### config.mk
export PLATFORM = sky130hd
export DESIGN_NAME = unsigned_seq_divider_16x8
export DESIGN_NICKNAME = d
export VERILOG_FILES = /design/src/rtl/udiv_pkg.sv /design/src/rtl/udiv_step.sv /design/src/rtl/unsigned_seq_divider_16x8.sv
export SDC_FILE = /design/constraint.sdc
export NUM_CORES = 1
export LEC_CHECK = 0
export CAP_MARGIN = 5
export CORE_MARGIN = 2
export CORE_UTILIZATION = 31
export DETAILED_ROUTE_END_ITERATION = 8
export SYNTH_ARGS = -nofsm -noshare
export SYNTH_HDL_FRONTEND = slang
export SYNTH_SLANG_ARGS = --single-unit
### constraint.sdc
create_clock -name clk -period 2.4 [get_ports clk]
set_input_delay 0.48 -clock clk [delete_from_list [all_inputs] [get_ports clk]]
set_output_delay 0.48 -clock clk [all_outputs]
set_load 0.01 [all_outputs]
### src/rtl/udiv_pkg.sv
// Shared definitions for the 16/8 unsigned sequential divider.
package udiv_pkg;

  localparam int unsigned DIVIDEND_W = 16;
  localparam int unsigned DIVISOR_W  = 8;
  // Partial remainder carries one extra bit so the shifted value never overflows.
  localparam int unsigned REM_W      = DIVISOR_W + 1;

  localparam logic [DIVIDEND_W-1:0] DZ_QUOTIENT = 16'hFFFF;

  typedef enum logic [1:0] {
    IDLE = 2'd0,
    BUSY = 2'd1,
    DONE = 2'd2
  } udiv_state_e;

  // Number of BUSY cycles needed to retire every dividend bit.
  function automatic int unsigned busy_cycles(input int unsigned iter);
    return DIVIDEND_W / iter;
  endfunction

endpackage

### src/rtl/udiv_step.sv
// One radix-2 restoring division step: shift in a dividend bit, subtract the
// divisor when it fits, and report the resulting quotient bit.
module udiv_step
  import udiv_pkg::*;
(
  input  logic [REM_W-1:0]     i_rem,
  input  logic                 i_bit,
  input  logic [DIVISOR_W-1:0] i_y,
  output logic [REM_W-1:0]     o_rem,
  output logic                 o_qbit
);

  logic [REM_W-1:0] w_shift;
  logic [REM_W-1:0] w_diff;
  logic             w_ge;

  // Incoming remainder is always < y, so its MSB is zero and the shift is lossless.
  assign w_shift = {i_rem[REM_W-2:0], i_bit};
  assign w_ge    = (w_shift >= {1'b0, i_y});
  assign w_diff  = w_shift - {1'b0, i_y};
  assign o_rem   = w_ge ? w_diff : w_shift;
  assign o_qbit  = w_ge;

endmodule

### src/rtl/unsigned_seq_divider_16x8.sv
// Unsigned 16-bit by 8-bit sequential restoring divider with valid/ready
// handshakes on both sides. ITER_PER_CYCLE (1, 2, 4 or 8) steps per clock.
// Optional remainder output is enabled by defining UDIV_REMAINDER_EN.
module unsigned_seq_divider_16x8
  import udiv_pkg::*;
#(
  parameter int unsigned ITER_PER_CYCLE = 1
) (
  input  logic                  clk,
  input  logic                  rst,
  input  logic                  in_valid,
  output logic                  in_ready,
  input  logic [DIVIDEND_W-1:0] x,
  input  logic [DIVISOR_W-1:0]  y,
  output logic                  out_valid,
  input  logic                  out_ready,
  output logic [DIVIDEND_W-1:0] q,
`ifdef UDIV_REMAINDER_EN
  output logic [DIVISOR_W-1:0]  r,
`endif
  output logic                  dz
);

  localparam int unsigned NumCycles = busy_cycles(ITER_PER_CYCLE);
  localparam logic [3:0]  LastCnt   = 4'(NumCycles - 1);

  udiv_state_e r_state, w_state_next;

  logic [DIVIDEND_W-1:0] r_dvd;  // dividend bits shift out the top, quotient bits in the bottom
  logic [DIVISOR_W-1:0]  r_div;
  logic [REM_W-1:0]      r_rem;
  logic [3:0]            r_cnt;
  logic [DIVIDEND_W-1:0] r_q;
  logic                  r_dz;
`ifdef UDIV_REMAINDER_EN
  logic [DIVISOR_W-1:0]  r_r;
`endif

  logic [ITER_PER_CYCLE:0][REM_W-1:0] w_rem_chain;
  logic [ITER_PER_CYCLE-1:0]          w_qbits;
  logic [DIVIDEND_W-1:0]              w_dvd_next;
  logic                               w_last;

  assign w_rem_chain[0] = r_rem;

  for (genvar g = 0; g < ITER_PER_CYCLE; g++) begin : g_step
    udiv_step u_step (
      .i_rem  (w_rem_chain[g]),
      .i_bit  (r_dvd[DIVIDEND_W-1-g]),
      .i_y    (r_div),
      .o_rem  (w_rem_chain[g+1]),
      .o_qbit (w_qbits[ITER_PER_CYCLE-1-g])
    );
  end

  assign w_dvd_next = {r_dvd[DIVIDEND_W-ITER_PER_CYCLE-1:0], w_qbits};
  assign w_last     = (r_cnt == LastCnt);

  // State register.
  always_ff @(posedge clk or posedge rst) begin
    if (rst) begin
      r_state <= IDLE;
    end else begin
      r_state <= w_state_next;
    end
  end

  // Next-state and handshake outputs.
  always_comb begin
    w_state_next = r_state;
    in_ready     = 1'b0;
    out_valid    = 1'b0;
    unique case (r_state)
      IDLE: begin
        in_ready = 1'b1;
        if (in_valid) begin
          w_state_next = (y == '0) ? DONE : BUSY;
        end
      end
      BUSY: begin
        if (w_last) begin
          w_state_next = DONE;
        end
      end
      DONE: begin
        out_valid = 1'b1;
        if (out_ready) begin
          w_state_next = IDLE;
        end
      end
      default: w_state_next = IDLE;
    endcase
  end

  // Operand capture, iteration datapath and result registers.
  always_ff @(posedge clk or posedge rst) begin
    if (rst) begin
      r_dvd <= '0;
      r_div <= '0;
      r_rem <= '0;
      r_cnt <= '0;
      r_q   <= '0;
      r_dz  <= 1'b0;
`ifdef UDIV_REMAINDER_EN
      r_r   <= '0;
`endif
    end else begin
      case (r_state)
        IDLE: begin
          if (in_valid) begin
            if (y == '0) begin
              // Divide by zero: result is produced immediately, no iteration.
              r_q  <= DZ_QUOTIENT;
              r_dz <= 1'b1;
`ifdef UDIV_REMAINDER_EN
              r_r  <= x[DIVISOR_W-1:0];
`endif
            end else begin
              r_dvd <= x;
              r_div <= y;
              r_rem <= '0;
              r_cnt <= '0;
            end
          end
        end
        BUSY: begin
          r_dvd <= w_dvd_next;
          r_rem <= w_rem_chain[ITER_PER_CYCLE];
          r_cnt <= r_cnt + 4'd1;
          if (w_last) begin
            r_q  <= w_dvd_next;
            r_dz <= 1'b0;
`ifdef UDIV_REMAINDER_EN
            r_r  <= w_rem_chain[ITER_PER_CYCLE][DIVISOR_W-1:0];
`endif
          end
        end
        default: ;
      endcase
    end
  end

  assign q  = r_q;
  assign dz = r_dz;
`ifdef UDIV_REMAINDER_EN
  assign r  = r_r;
`endif

endmodule
### After elaboration in Yosys (flattened, before gate mapping)

Cells that the tools add are included.
Widths: inputs -> output; s select.

| word-level totals | value |
|---|---|
| register bits after elaboration | 55 |
| input bits | 28 |
| bits in writable memories | 0 |
| latch bits | 0 |
| memory bits (read-only) | 0 |
| output and inout bits | 19 |
| memories | 0 |

| cells by class | value |
|---|---|
| bitwise logic cells | 1 |
| $add $sub $neg | 2 |
| shift operators | 0 |
| reduce and logical (&&, ||, !) cells | 7 |
| divide/modulo/power cells | 0 |
| eq/ne operators | 8 |
| order comparisons | 1 |
| multiplexer cells | 25 |
| $mul | 0 |

Operators by type and width:

| operator | count |
|---|---|
| $mux 16 | 5 |
| $pmux 16 s2 | 2 |
| $mux 8 | 3 |
| $pmux 8 s2 | 1 |
| $ne 2x2->1 const B | 5 |
| $ge 9x8->1 | 1 |
| $reduce_and 3->1 | 3 |
| $logic_not 8->1 | 1 |
| $mux 2 | 4 |
| $mux 4 | 2 |
| $pmux 4 s2 | 1 |
| $sub 8x8->8 | 1 |
| $pmux 2 s3 | 1 |
| $mux 1 | 5 |
| $add 4x1->4 const B | 1 |
| $eq 4x4->1 const B | 1 |
| $reduce_and 4->1 | 1 |
| $eq 2x1->1 const B | 1 |
| $eq 2x2->1 const B | 1 |
| $logic_not 2->1 | 1 |
| $pmux 1 s2 | 1 |
| $reduce_bool 2->1 | 1 |
| $not 1->1 | 1 |

### Depth between registers and ports, before layout

Gate-level depths: netlist (run 1).

| logic depth | value |
|---|---|
| depth after elaboration | 4 |
| mapped depth | 9 |

### Hierarchy

From an unflattened synthesis (run 1), not the netlist that was laid out.

| second synthesis, totals | value |
|---|---|
| cell total of the unflattened synthesis | 258 |
| area total of the unflattened synthesis | 2842.7 µm² |

By module, submodules not included:

| module | times used | area each (µm²) | cells each | sequential area each (µm²) |
|---|---|---|---|---|
| unsigned_seq_divider_16x8 | 1 | 2296.0 | 182 | 1401.3 |
| udiv_step | 1 | 546.8 | 76 | 0.0 |

### Worst setup path before layout (run 1)

Ideal clock, no wire load.

| timing path | value |
|---|---|
| kind | register -> register |
| start | register r_div[1] |
| end | register r_rem[2] |
| stages on the path, launching flop included | 10 |
| buffers on the path | 2 |
| path slack | 0.366 ns |
| clock period less this slack | 2.034 ns |
| arrival | 1.908 ns |
| path through | dfrtp_1 -> inv_1 -> ha_1 -> nor2b_1 -> o21bai_4 -> a21o_1 -> buf_4 -> and2_1 -> buf_6 -> a311o_1 |

| between the ends | value |
|---|---|
| word-level cells in the longest chain between the ends | 3 |

RTL lines:

| element | RTL line | RTL |
|---|---|---|
| start, declared | unsigned_seq_divider_16x8.sv:30 | `logic [DIVISOR_W-1:0] r_div;` |
| start signal, assigned | unsigned_seq_divider_16x8.sv:120 | `r_div <= y;` |
| $sub 8x8->8 / $ge 9x8->1 (equally long branches) | udiv_step.sv:20, udiv_step.sv:19 |  |
| $mux 8 (*) | udiv_step.sv:21 | `assign o_rem = w_ge ? w_diff : w_shift;` |
| $pmux 8 s2 (*) | unsigned_seq_divider_16x8.sv:108 | `case (r_state)` |
| end signal, assigned | unsigned_seq_divider_16x8.sv:128 | `r_rem <= w_rem_chain[ITER_PER_CYCLE];` |
| end, declared | unsigned_seq_divider_16x8.sv:31 | `logic [REM_W-1:0] r_rem;` |

Mark *: on every way between the ends. The rest lies on a longest branch, timed or not.
A chain may end at the register's enable or synchronous reset.

### Final worst setup path (run 1)

| timing path | value |
|---|---|
| start | register r_rem[2] |
| end | register r_rem[2] |

| between the ends | value |
|---|---|
| word-level cells in the longest chain between the ends | 3 |

RTL lines:

| element | RTL line | RTL |
|---|---|---|
| $ge 9x8->1 | udiv_step.sv:19 | `assign w_ge = (w_shift >= {1'b0, i_y});` |
| $mux 8 | udiv_step.sv:21 |  |
| $pmux 8 s2 | unsigned_seq_divider_16x8.sv:108 |  |

Every way passes these cells.

==> impl_metrics.json, run 1 <==
{
  "yosys.area.top_type_share_pct": 50.18,
  "synthTopCellsByArea": "dfrtp_1 50%, nand2_1 5.7%, o22a_1 4.8%",
  "grt_pass1_vias": 2241,
  "port_buffers": 46,
  "min_path_type": "reg2reg",
  "p_leak_nw": 1.511,
  "ctsHoldBuffers": 0,
  "postRouteAntennaNets": 0,
  "drive_gt1_share_pct": 9.346,
  "p_per_area_nw_per_um2": 1425,
  "die_area_um2": 9616,
  "grt_max_degree": 56,
  "critPathArrivalTime_ns": 2.41,
  "cts_sinks": 55,
  "pin_count": 47,
  "fin_setup_tns_ns": 0,
  "core-area_um2": 8636,
  "finalWeightedCongestion": 0.7842,
  "rows": 34,
  "wl_met3_um": 258,
  "cts_max_path_buffers": 2,
  "grt_use_total_pct": 14.13,
  "synth_area_per_cell_um2": 10.12,
  "synth_nets": 309,
  "highest_layer": "met4",
  "fp.dieH_um": 98.06,
  "synth_area_leader_cell": "dfrtp_1",
  "synthCells": 271,
  "dr.pass1.iters": 4,
  "ys_seq_elements": 55,
  "route.vias.total": 2188,
  "grt_pass1_wl_um": 11050,
  "end_kind": "register",
  "dr_wl_met2_um": 3098,
  "post_cts_buffers": 0,
  "place_hpwl_um": 4482,
  "critPathKind": "reg2reg",
  "yosysUniqueCellTypes": 46,
  "cp_max_fo": 9,
  "clkSlewWorstSetupHoldPaths_ns": 0.10,
  "n_antenna_cell": 0,
  "drc_errors": 0,
  "clockRootBuffer": "clkbuf_8",
  "vias_per_cell": 5.100,
  "hold_viol_final": 0,
  "status": "completed",
  "htreeDepth": 2,
  "synthToLayoutAreaGrowth_pct": 27.01,
  "maxSlewViolCount": 0,
  "initial_core_util_pct": 31.76,
  "worstPathRequired_ns": 2.61,
  "cts_buffers": 5,
  "grt_antenna_before_repair": 0,
  "worst_slew_pin_slew_ns": 0.6357,
  "rsz0062_at_grt": "no",
  "overflow": 0,
  "ys_async_sr_fraction_pct": 100.0,
  "syn_area_um2": 2743,
  "cts_tree": "yes",
  "ys.flop_type": "dfrtp_1",
  "synth_most_common_cell": "dfrtp_1",
  "ys_warn_count": 0,
  "synth_edf_count": 0,
  "drt-initial-drc-count": 107,
  "netlist_top_cells_count": "55 x dfrtp_1, 42 x nand2_1, 25 x nor2_1",
  "startpoint_type": "register",
  "finalPower_mw": 4.963,
  "wl_per_cell_um": 14.80,
  "drv_cap": 0,
  "max_clock_freq_ghz": 0.4541,
  "peakVddDrop_v": 0.0003471,
  "seq_area_frac_synth_pct": 50.18,
  "fill_cells": 876,
  "nets": 358,
  "min_period_ns": 2.202,
  "finClkSkew_ns": 0.007649,
  "clock_latency_ns": 0.31,
  "fin_crit_sh_pct": 91.75,
  "die_w_um": 98.06,
  "slew_headroom_pct": 57.52,
  "wl_met1_um": 2903,
  "wl_um": 6349,
  "cts_resized": 0,
  "final-setup-viol-count": 0
}
area by class of cell:
type | instances | area, µm² | area share, %
clock buffer | 5 | 68.82 | 1.976
multi-input combinational | 188 | 1251 | 35.92
timing repair buffer | 57 | 580.6 | 16.67
sequential | 55 | 1376 | 39.51
tap | 108 | 135.1 | 3.879
clock inverter | 3 | 22.52 | 0.6466
inverter | 13 | 48.80 | 1.401
worst max-delay path: stages, from the launching register on:
cell and delay [ns]:
dfrtp_1 0.41, ha_1 0.37, nand3_1 0.12, nor3_1 0.38, a2111oi_4 0.12, and2_1 0.30
a311o_1 0.39
stage by stage:
stage | instance area, µm² | std cells | utilization [%] | hold slack [ns] | setup slack (ns)
after floorplan | 2743 | 271 | - | 0.4442 | 0.3660
after detailed placement | 3392 | 421 | 39.28 | 0.4755 | 0.06205
after global placement | 3392 | 421 | 39.28 | 0.4672 | 0.08267
final | 3483 | 429 | 40.34 | 0.4884 | 0.1980
after global routing | 3483 | 429 | 40.34 | 0.5252 | 0.06485
after CTS | 3483 | 429 | 40.34 | 0.4984 | 0.2047
layer usage:
metal  track usage [%]  vias to the layer above
met3             2.792                        5
met1             18.19                     1074
li1                  -                     1068
met4             4.487                        0
met5                 0                        -
met2             23.97                       41
cells in the final DEF (no fill, tap or decap), types with 2 or more instances in the layout:
cell type	n
xnor2_1	2
o22a_1	15
a21o_1	6
dfrtp_1	55
nand2_1	42
xor2_1	2
clkbuf_8	5
a32oi_1	3
nor4_2	2
nand3_1	5
nand2b_1	3
nor2b_1	2
o311ai_1	4
buf_4	8
buf_12	3
mux2_1	8
clkdlybuf4s50_1	46
and2_1	6
o31ai_1	4
inv_2	2
nor2_1	24
a31oi_1	16
inv_1	11
nand4_1	5
o21ai_1	4
ha_1	9
a21oi_1	5
a21oi_2	2
power by group:
group | switching (mW) | internal, mW
Clock | 0.334 | 0.210
Combinational | 1.32 | 1.35
Sequential | 0.336 | 1.41
Total | 1.99 | 2.97
final timing paths:
check | start | end | slack (ns) | cells after the start
max reg2reg | r_rem[2]$_DFFE_PP0P_ | r_rem[2]$_DFFE_PP0P_ | 0.20 | 6
min | dz$_DFFE_PP0P_ | dz$_DFFE_PP0P_ | 0.49 | 2
max in group asynchronous | rst | r_dvd[14]$_DFFE_PP0P_ | 1.63 | 3
min reg2reg | dz$_DFFE_PP0P_ | dz$_DFFE_PP0P_ | 0.49 | 2
max | r_rem[2]$_DFFE_PP0P_ | r_rem[2]$_DFFE_PP0P_ | 0.20 | 6
min in group asynchronous | rst | r_div[2]$_DFFE_PP0P_ | 0.53 | 3
registers in the layout, indices dropped and copies added (netlist names):
signal / cells
dz: 1
q: 16
r_cnt: 4
r_div: 8
r_dvd: 16
r_rem: 8
r_state: 2
kinds of logic (layout without fill, tap and decap cells):
logic type      Yosys count  after routing  share of synthesized area, %
fa+ha+maj                10             10                         4.836
compound gates           72             72                         20.48
mux                       8              8                         3.285
buf+inv                  28             78                         4.425
simple gates             94             94                         15.51
xor+xnor                  4              4                         1.278
flops                    55             55                         50.18
No activity file was read; power rests on OpenSTA's default activity.
==> inputs of run 2 (changes only) <==
- CORE_MARGIN: 2 -> unset
==> run 2 against run 1 <==
Compared with the run above:
- via count fell by 1.4%
- critical path depth stayed put
- design area is 0.32% higher
- sequential share of layout area shrank 0.13 points
- combinational power is essentially flat
- core utilization is 1.4 points higher
- setup slack improved by 0.011 ns
- clock-buffer cell count increased by 1
- clock power rose by 14%
- sequential cell count stayed put
- clock skew down 0.00084 ns
- first-iteration DRC count grew 3.7%
==> impl_metrics.json, run 2 (synthesis gave the netlist of run 1 again) <==
{
  "slew_headroom_pct": 59.94,
  "critPathKind": "reg2reg",
  "wl_per_cell_um": 14.45,
  "cts_tree": "yes",
  "fin_area_um2": 3495,
  "max_clock_freq_ghz": 0.4563,
  "grt_use_total_pct": 14.49,
  "startpoint_type": "register",
  "grt_pass1_wl_um": 10170,
  "grt_pass1_vias": 2168,
  "status": "completed",
  "fin_crit_sh_pct": 91.31,
  "min_path_type": "reg2reg",
  "stdcell_count": 427,
  "maxSlewViolCount": 0,
  "port_buffers": 46,
  "worstPathCellList": "ha_1, nand3_1, nor3_1, a2111oi_4, and2_1, a311o_1",
  "htreeDepth": 2,
  "route.vias.total": 2157,
  "fill_cells": 827,
  "grt_max_degree": 32,
  "seqCellArea_um2": 1376,
  "drc_errors": 0,
  "rsz0062_at_grt": "no",
  "clkSlewWorstSetupHoldPaths_ns": 0.10,
  "multi_input_area_um2": 1251,
  "final-setup-viol-count": 0,
  "finalPower_mw": 5.046,
  "finalWeightedCongestion": 0.7983,
  "slowest_delay_ns": 0.43,
  "core-area_um2": 8382,
  "nets": 359,
  "worst_slew_pin_slew_ns": 0.5995,
  "drv_cap": 0,
  "cp.depth": 6,
  "fp.dieH_um": 96.06,
  "dr.pass1.iters": 4,
  "slowest_stage": "dfrtp_1",
  "grt_antenna_before_repair": 0,
  "hold_viol_final": 0,
  "initial_core_util_pct": 32.72,
  "pin_count": 47,
  "worstPathRequired_ns": 2.60,
  "clock_latency_ns": 0.31,
  "placed_cells": 419,
  "end_kind": "register",
  "ctsHoldBuffers": 0,
  "die_area_um2": 9228,
  "cts_buffers": 5,
  "postPlaceCellArea_um2": 3383,
  "die_w_um": 96.06,
  "cts_resized": 0,
  "final_cell_mix": "55 x dfrtp_1, 46 x clkdlybuf4s50_1, 42 x nand2_1",
  "drt-initial-drc-count": 111,
  "postRouteAntennaNets": 0,
  "n_antenna_cell": 0,
  "path_buf_inv": 0,
  "overflow": 0,
  "holdPathStages": 2,
  "place_hpwl_um": 4510,
  "drive_gt1_share_pct": 9.317,
  "synthToLayoutAreaGrowth_pct": 27.42,
  "fin_setup_tns_ns": 0,
  "final_common_cell": "dfrtp_1",
  "utilization_pct": 41.69,
  "min_period_ns": 2.191,
  "cp_max_fo": 9,
  "p_per_area_nw_per_um2": 1444,
  "clockRootBuffer": "clkbuf_8",
  "rows": 33,
  "critPathTopFamily": "simple AND/OR/NAND/NOR gates",
  "vias_per_cell": 5.052,
  "finClkSkew_ns": 0.006811,
  "post_cts_buffers": 0,
  "wl_um": 6170,
  "critPathArrivalTime_ns": 2.39,
  "cts_max_path_buffers": 2,
  "p_leak_nw": 1.520,
  "r2r_cells": 6,
  "cts_sinks": 55,
  "peakVddDrop_v": 0.0003733
}
==> run 2: worst min-delay path, delay by kind of cell, from the launching register on <==
| family | cells | cell delay (ns) |
|---|---|---|
| and+or+nand+nor | 1 | 0.05 |
| DFF | 1 | 0.36 |
| AOI/OAI and AO/OA | 1 | 0.05 |
==> run 2: path summary, 6_finish.rpt <==
| path | to | start | slack [ns] |
|---|---|---|---|
| min in group asynchronous | r_div[5]$_DFFE_PP0P_ | rst | 0.52 |
| setup / recovery | r_rem[2]$_DFFE_PP0P_ | r_rem[3]$_DFFE_PP0P_ | 0.21 |
| max in group asynchronous | r_dvd[6]$_DFFE_PP0P_ | rst | 1.32 |
| setup reg to reg | r_rem[2]$_DFFE_PP0P_ | r_rem[3]$_DFFE_PP0P_ | 0.21 |
| hold reg to reg | dz$_DFFE_PP0P_ | dz$_DFFE_PP0P_ | 0.49 |
| hold / removal | dz$_DFFE_PP0P_ | dz$_DFFE_PP0P_ | 0.49 |
==> run 2: layout make-up <==
| class | count | area share [%] |
|---|---|---|
| Clock inverter | 2 | 1.110 |
| Clock buffer | 6 | 2.077 |
| Sequential cell | 55 | 39.38 |
| Timing Repair Buffer | 58 | 16.47 |
| Inverter | 13 | 1.396 |
| Multi-Input combinational cell | 188 | 35.80 |
| Tap cell | 105 | 3.759 |
==> run 2: per-layer routing <==
metal / share of wire (%) / GRT usage [%]
met2: 46 / 23.82
met3: 3.5 / 3.002
met5: 0 / 0
met4: 2.6 / 6.219
met1: 48 / 18.37
==> run 2: metrics by stage <==
| stage | worst slack (ns) | hold WS, ns |
|---|---|---|
| floorplan | 0.3660 | 0.4442 |
| global placement | 0.09193 | 0.4673 |
| detailed placement | 0.01694 | 0.4743 |
| CTS | 0.2122 | 0.4952 |
| global route | 0.1200 | 0.5214 |
| finish | 0.2085 | 0.4941 |
==> run 2: where the power goes <==
group          leakage (nW)  switching [mW]  internal (mW)  total [mW]
clock                0.0558           0.307          0.316       0.623
sequential            0.663           0.348           1.41        1.76
combinational         0.801            1.33           1.33        2.67
